==> src/rtl/dmem_port_arbiter_pkg.sv <==
// Shared types and default widths for the data-memory port arbiter.
package dmem_arb_pkg;

  typedef enum logic {SCRUB, RUN} dmem_arb_state_t;

  localparam int DMEM_DW_DEF = 32;
  localparam int DMEM_AW_DEF = 4;

endpackage

==> src/rtl/dmem_port_arbiter_if.sv <==
// Requester, response and memory-side signals of the data-memory port arbiter.
interface dmem_port_arbiter_if
  import dmem_arb_pkg::*;
#(
  parameter int N  = 2,
  parameter int DW = DMEM_DW_DEF,
  parameter int AW = DMEM_AW_DEF
);
  logic [N-1:0]    req_valid;
  logic [N-1:0]    req_we;
  logic [N*AW-1:0] req_addr;
  logic [N*DW-1:0] req_wdata;
  logic [N-1:0]    req_ready;
  logic [N-1:0]    rsp_valid;
  logic [DW-1:0]   rsp_rdata;
  logic            init_done;
  logic [AW-1:0]   mem_a;
  logic [DW-1:0]   mem_d;
  logic            mem_we;
  logic [AW-1:0]   mem_dpra;
  logic [DW-1:0]   mem_dpo;

  // Arbiter side.
  modport slave (
    input  req_valid, req_we, req_addr, req_wdata, mem_dpo,
    output req_ready, rsp_valid, rsp_rdata, init_done,
           mem_a, mem_d, mem_we, mem_dpra
  );

  // Requesters plus memory side.
  modport master (
    output req_valid, req_we, req_addr, req_wdata, mem_dpo,
    input  req_ready, rsp_valid, rsp_rdata, init_done,
           mem_a, mem_d, mem_we, mem_dpra
  );

endinterface

==> src/rtl/dmem_port_arbiter_rr_arbiter.sv <==
// Round-robin arbiter: one-hot grant, search starts at the pointer, which
// moves past the winner whenever advance is high and something is granted.
module rr_arbiter #(
  parameter int N = 2
) (
  input  logic         clk,
  input  logic         rst,
  input  logic [N-1:0] req,
  input  logic         advance,
  output logic [N-1:0] gnt
);
  localparam int PW = (N > 1) ? $clog2(N) : 1;

  logic [PW-1:0] ptr_q, ptr_d;
  logic          found;
  int            idx;
  int            gidx;

  always_comb begin
    gnt   = '0;
    found = 1'b0;
    idx   = 0;
    gidx  = 0;
    for (int k = 0; k < N; k++) begin
      idx = (int'(ptr_q) + k) % N;
      if (!found && req[PW'(idx)]) begin
        gnt[PW'(idx)] = 1'b1;
        found         = 1'b1;
        gidx          = idx;
      end
    end
    ptr_d = ptr_q;
    if (advance && found) ptr_d = PW'((gidx + 1) % N);
  end

  always_ff @(posedge clk or posedge rst) begin
    if (rst) ptr_q <= '0;
    else     ptr_q <= ptr_d;
  end

endmodule

==> src/rtl/dmem_port_arbiter.sv <==
// Scrubbing controller and dual round-robin arbiter for a 2**AW x DW
// distributed RAM. Optional write-to-read forwarding: `define DMEM_ARB_FWD_EN.
module dmem_port_arbiter
  import dmem_arb_pkg::*;
#(
  parameter int N  = 2,
  parameter int DW = DMEM_DW_DEF,
  parameter int AW = DMEM_AW_DEF
) (
  input logic               clk,
  input logic               rst,
  dmem_port_arbiter_if.slave bus
);
  dmem_arb_state_t state_q, state_d;
  logic [AW-1:0]   cnt_q, cnt_d;
  logic [N-1:0]    wr_req, rd_req, wr_gnt, rd_gnt;
  logic [N-1:0]    rsp_valid_q, rsp_valid_d;
  logic [DW-1:0]   rsp_rdata_q, rsp_rdata_d;
  logic [AW-1:0]   wr_addr, rd_addr, mem_a_c;
  logic [DW-1:0]   wr_data, rd_data, mem_d_c;
  logic            run, wr_fire, rd_fire, mem_we_c;

  assign run    = (state_q == RUN);
  assign wr_req = bus.req_valid & bus.req_we;
  assign rd_req = bus.req_valid & ~bus.req_we;

  // Pointers only move once traffic is accepted, so they sit at 0 through the scrub.
  rr_arbiter #(.N(N)) u_wr_arb (
    .clk     (clk),
    .rst     (rst),
    .req     (wr_req),
    .advance (run),
    .gnt     (wr_gnt)
  );

  rr_arbiter #(.N(N)) u_rd_arb (
    .clk     (clk),
    .rst     (rst),
    .req     (rd_req),
    .advance (run),
    .gnt     (rd_gnt)
  );

  always_comb begin
    wr_addr = '0;
    wr_data = '0;
    rd_addr = '0;
    for (int i = 0; i < N; i++) begin
      if (wr_gnt[i]) begin
        wr_addr = bus.req_addr[i*AW +: AW];
        wr_data = bus.req_wdata[i*DW +: DW];
      end
      if (rd_gnt[i]) rd_addr = bus.req_addr[i*AW +: AW];
    end
  end

  assign wr_fire = run & (|wr_gnt);
  assign rd_fire = run & (|rd_gnt);

  always_comb begin
    state_d  = state_q;
    cnt_d    = cnt_q;
    mem_we_c = 1'b0;
    mem_a_c  = '0;
    mem_d_c  = '0;
    case (state_q)
      SCRUB: begin
        // Write enable is gated by rst itself so no stray write lands during reset.
        mem_we_c = ~rst;
        mem_a_c  = cnt_q;
        cnt_d    = cnt_q + 1'b1;
        if (cnt_q == {AW{1'b1}}) state_d = RUN;
      end
      RUN: begin
        mem_we_c = wr_fire;
        mem_a_c  = wr_addr;
        mem_d_c  = wr_data;
      end
      default: state_d = SCRUB;
    endcase
  end

`ifdef DMEM_ARB_FWD_EN
  assign rd_data = (wr_fire && rd_fire && (wr_addr == rd_addr)) ? wr_data : bus.mem_dpo;
`else
  assign rd_data = bus.mem_dpo;
`endif

  assign rsp_valid_d = rd_fire ? rd_gnt : '0;
  assign rsp_rdata_d = rd_fire ? rd_data : rsp_rdata_q;

  always_ff @(posedge clk or posedge rst) begin
    if (rst) begin
      state_q     <= SCRUB;
      cnt_q       <= '0;
      rsp_valid_q <= '0;
      rsp_rdata_q <= '0;
    end else begin
      state_q     <= state_d;
      cnt_q       <= cnt_d;
      rsp_valid_q <= rsp_valid_d;
      rsp_rdata_q <= rsp_rdata_d;
    end
  end

  assign bus.req_ready = run ? (wr_gnt | rd_gnt) : '0;
  assign bus.rsp_valid = rsp_valid_q;
  assign bus.rsp_rdata = rsp_rdata_q;
  assign bus.init_done = run;
  assign bus.mem_we    = mem_we_c;
  assign bus.mem_a     = mem_a_c;
  assign bus.mem_d     = mem_d_c;
  assign bus.mem_dpra  = run ? rd_addr : '0;

endmodule

==> src/flat_wrapper.sv <==
// flat-port wrapper written by rule: the top's interface ports become plain ports
module dmem_port_arbiter_flat import dmem_arb_pkg::*;
#(
  parameter int N  = 2,
  parameter int DW = DMEM_DW_DEF,
  parameter int AW = DMEM_AW_DEF
)
  (clk, rst, bus_req_valid, bus_req_we, bus_req_addr, bus_req_wdata, bus_mem_dpo, bus_req_ready, bus_rsp_valid, bus_rsp_rdata, bus_init_done, bus_mem_a, bus_mem_d, bus_mem_we, bus_mem_dpra);
  dmem_port_arbiter_if #(.N(N), .DW(DW), .AW(AW)) bus_i ();
  input logic clk;
  input logic rst;
  input wire logic [$bits(bus_i.req_valid)-1:0] bus_req_valid;
  input wire logic [$bits(bus_i.req_we)-1:0] bus_req_we;
  input wire logic [$bits(bus_i.req_addr)-1:0] bus_req_addr;
  input wire logic [$bits(bus_i.req_wdata)-1:0] bus_req_wdata;
  input wire logic [$bits(bus_i.mem_dpo)-1:0] bus_mem_dpo;
  output wire logic [$bits(bus_i.req_ready)-1:0] bus_req_ready;
  output wire logic [$bits(bus_i.rsp_valid)-1:0] bus_rsp_valid;
  output wire logic [$bits(bus_i.rsp_rdata)-1:0] bus_rsp_rdata;
  output wire logic [$bits(bus_i.init_done)-1:0] bus_init_done;
  output wire logic [$bits(bus_i.mem_a)-1:0] bus_mem_a;
  output wire logic [$bits(bus_i.mem_d)-1:0] bus_mem_d;
  output wire logic [$bits(bus_i.mem_we)-1:0] bus_mem_we;
  output wire logic [$bits(bus_i.mem_dpra)-1:0] bus_mem_dpra;
  assign bus_i.req_valid = bus_req_valid;
  assign bus_i.req_we = bus_req_we;
  assign bus_i.req_addr = bus_req_addr;
  assign bus_i.req_wdata = bus_req_wdata;
  assign bus_i.mem_dpo = bus_mem_dpo;
  assign bus_req_ready = bus_i.req_ready;
  assign bus_rsp_valid = bus_i.rsp_valid;
  assign bus_rsp_rdata = bus_i.rsp_rdata;
  assign bus_init_done = bus_i.init_done;
  assign bus_mem_a = bus_i.mem_a;
  assign bus_mem_d = bus_i.mem_d;
  assign bus_mem_we = bus_i.mem_we;
  assign bus_mem_dpra = bus_i.mem_dpra;
  dmem_port_arbiter #(.N(N), .DW(DW), .AW(AW)) u_core (.clk(clk), .rst(rst), .bus(bus_i));
endmodule
==> config.mk <==
export PLATFORM = sky130hd
export DESIGN_NAME = dmem_port_arbiter_flat
export DESIGN_NICKNAME = d
export VERILOG_FILES = /design/src/rtl/dmem_port_arbiter_pkg.sv /design/src/rtl/dmem_port_arbiter_if.sv /design/src/rtl/dmem_port_arbiter_rr_arbiter.sv /design/src/rtl/dmem_port_arbiter.sv /design/src/flat_wrapper.sv
export SDC_FILE = /design/constraint.sdc
export NUM_CORES = 1
export LEC_CHECK = 0
export ABC_AREA = 1
export CAP_MARGIN = 20
export CORE_AREA = 4 4 71 73
export DETAILED_ROUTE_END_ITERATION = 8
export DIE_AREA = 0 0 75 77
export DONT_BUFFER_PORTS = 1
export PLACE_DENSITY_LB_ADDON = 0.08
export SLEW_MARGIN = 20
export SYNTH_ARGS = -nofsm -noshare
export SYNTH_HDL_FRONTEND = slang
export SYNTH_HIERARCHICAL = 1
export SYNTH_SLANG_ARGS = --single-unit
export TNS_END_PERCENT = 50
==> constraint.sdc <==
create_clock -name clk -period 2.35 [get_ports clk]
set_input_delay 0.47 -clock clk [delete_from_list [all_inputs] [get_ports clk]]
set_output_delay 0.47 -clock clk [all_outputs]
set_load 0.02 [all_outputs]
==> flow_summary.ini <==
[outcome]
outcome = finished, final reports clean

[sta]
min_period_over_period = 0.9249
skew_ns = 0.002777
drv_slew = 0
worst_pin_slew_ns = 0.6497
hold_violations = 0
relSlewSlack = 0.5653
setup_violations = 0
fin_ws_ns = 0.1764
rsz0062_at_grt = no
tns_ns = 0
max_freq_mhz = 460.1
min_period_ns = 2.174

[clock_tree]
cts_inserted_buffers = 5
cts_tree = built
clkTransAtPathRegs_ns = 0.08
postCtsSetupBuffers = 0
clock_sinks = 41
cts_buffer_depth = 2
insertion_delay_ns = 0.29
htreeDepth = 2
cts_root_buf = clkbuf_8

[placed_design]
dpl.hpwl_um = 5330
post-place-ws_ns = 0.3051
globalplace.congestion = 0.8079
postPlaceCellArea_um2 = 2606
port_buffers = 0

[worst_setup_path]
crit_required_ns = 1.88
critPathLaunchType = flop
crit_path_top_delay_cell = a21oi_1
slowest_delay_ns = 0.42
endpoint_kind = output port
crit_path_max_fanout = 5
r2r_slack_ns = 0.64
cp_cell_sequence = nor2_1 > inv_1 > nor2_1 > nand2_1 > a21oi_1
worst-setup-path-type = reg2out
path_common_cell = nor2_1
arrival_ns = 1.70

[power]
power_mw = 1.874
cellLeakagePower_nw = 1.520
p_per_area_nw_per_um2 = 685.7
vdd_drop_max_uv = 472.9

[grt]
grt_pass1_vias = 2078
antenna_found_initial = 0
grt_pass1_wl_um = 10400
track_usage = 0.2358
grt.overflow.total = 0
grt_start_max_net_pins = 36

[cells_and_area]
diodes = 0
post-route-util = 0.6276
multi_input_area_um2 = 1094
layout_common_cells = nand2_1 (163), buf_4 (43), dfrtp_1 (41)
area_delta_synth_final_pct = 18.57
fin_area_um2 = 2733
regArea_um2 = 1026
num-fill-cells = 428
layout_commonest_cell = nand2_1
drive_above_1_share = 0.1394
nets = 483

[floorplan]
die_x_um = 75
initial_core_util = 0.5293
ios = 188
dieArea_um2 = 5775
rows = 24
core_area_um2 = 4354
die_h_um = 77

[synth]
synth_cells = 342
syn-cell-area_um2 = 2305
syn_nets = 453
yosys_warnings = 6
synth_area_per_cell_um2 = 6.739

[detailed_routing]
antenna_left = 0
dr.pass1.iters = 4
routed_wl_um = 7124
met1_length_um = 2540
routed-wl-met2_um = 3623
route.vias.total = 2303
vias_per_cell = 5.419
routed.top_layer = met4
wl_met3_um = 795
drc = 0
wire_per_inst_um = 16.76
drt-initial-drc-count = 98

[run]
cap_violations = 0

[worst_hold_path]
hold_class = in2async
## final cells by class
class / count / area share
timing repair buffer: 45 / 0.1291
inverter: 21 / 0.02885
sequential: 41 / 0.3755
multi-input combinational: 258 / 0.4002
clock inverter: 1 / 0.01099
tap: 52 / 0.02381
clock buffer: 7 / 0.03159
## registers in the layout, indices dropped and copies added (netlist names)
name / flops
u_core/bus.init_done: 1
u_core/bus.rsp_rdata: 32
u_core/bus.rsp_valid: 2
u_core/cnt_q: 4
u_core/u_rd_arb/ptr_q: 1
u_core/u_wr_arb/ptr_q: 1
## critical path, delay by kind of cell, from the launching register on
family	cells	cell delay [ns]
DFF	1	0.40
AOI/OAI and AO/OA	1	0.42
and+or+nand+nor	3	0.54
buffers and inverters	1	0.06
## through the flow
stage	instances	hold slack, ns
2_1_floorplan	342	0.1987
3_3_place_gp	416	0.2000
3_5_place_dp	416	0.2014
4_1_cts	425	0.1560
5_1_grt	425	0.1798
6_report	425	0.1465
## what timing repair did
action                    in CTS  in global routing
hold endpoints to repair       2                  0
hold buffers                   1                  0
resized for setup              0                  0
## layer usage
metal,track usage,vias up
li1,-,1127
met1,0.2671,1036
met2,0.4042,125
met3,0.07451,15
met4,0.08719,0
met5,0,-
## path summary, 6_finish.rpt
| check | depth (start not counted) | start | endpoint |
|---|---|---|---|
| max in group asynchronous | 2 | rst | u_core/bus.rsp_rdata[20] |
| min in group clk | 2 | bus_mem_dpo[19] | u_core/bus.rsp_rdata[19] |
| hold / removal | 1 | rst | u_core/bus.init_done |
| setup / recovery | 5 | u_core/u_wr_arb/ptr_q | bus_mem_a[2] |
| setup reg to reg | 6 | u_core/bus.init_done | u_core/bus.rsp_rdata[5] |
| hold reg to reg | 2 | u_core/u_wr_arb/ptr_q | u_core/u_wr_arb/ptr_q |
## report_power, final
part	internal, mW	switching [mW]
Sequential	0.776	0.135
Clock	0.346	0.241
Combinational	0.135	0.240
Note: power is estimated with default switching activity, not from simulation.
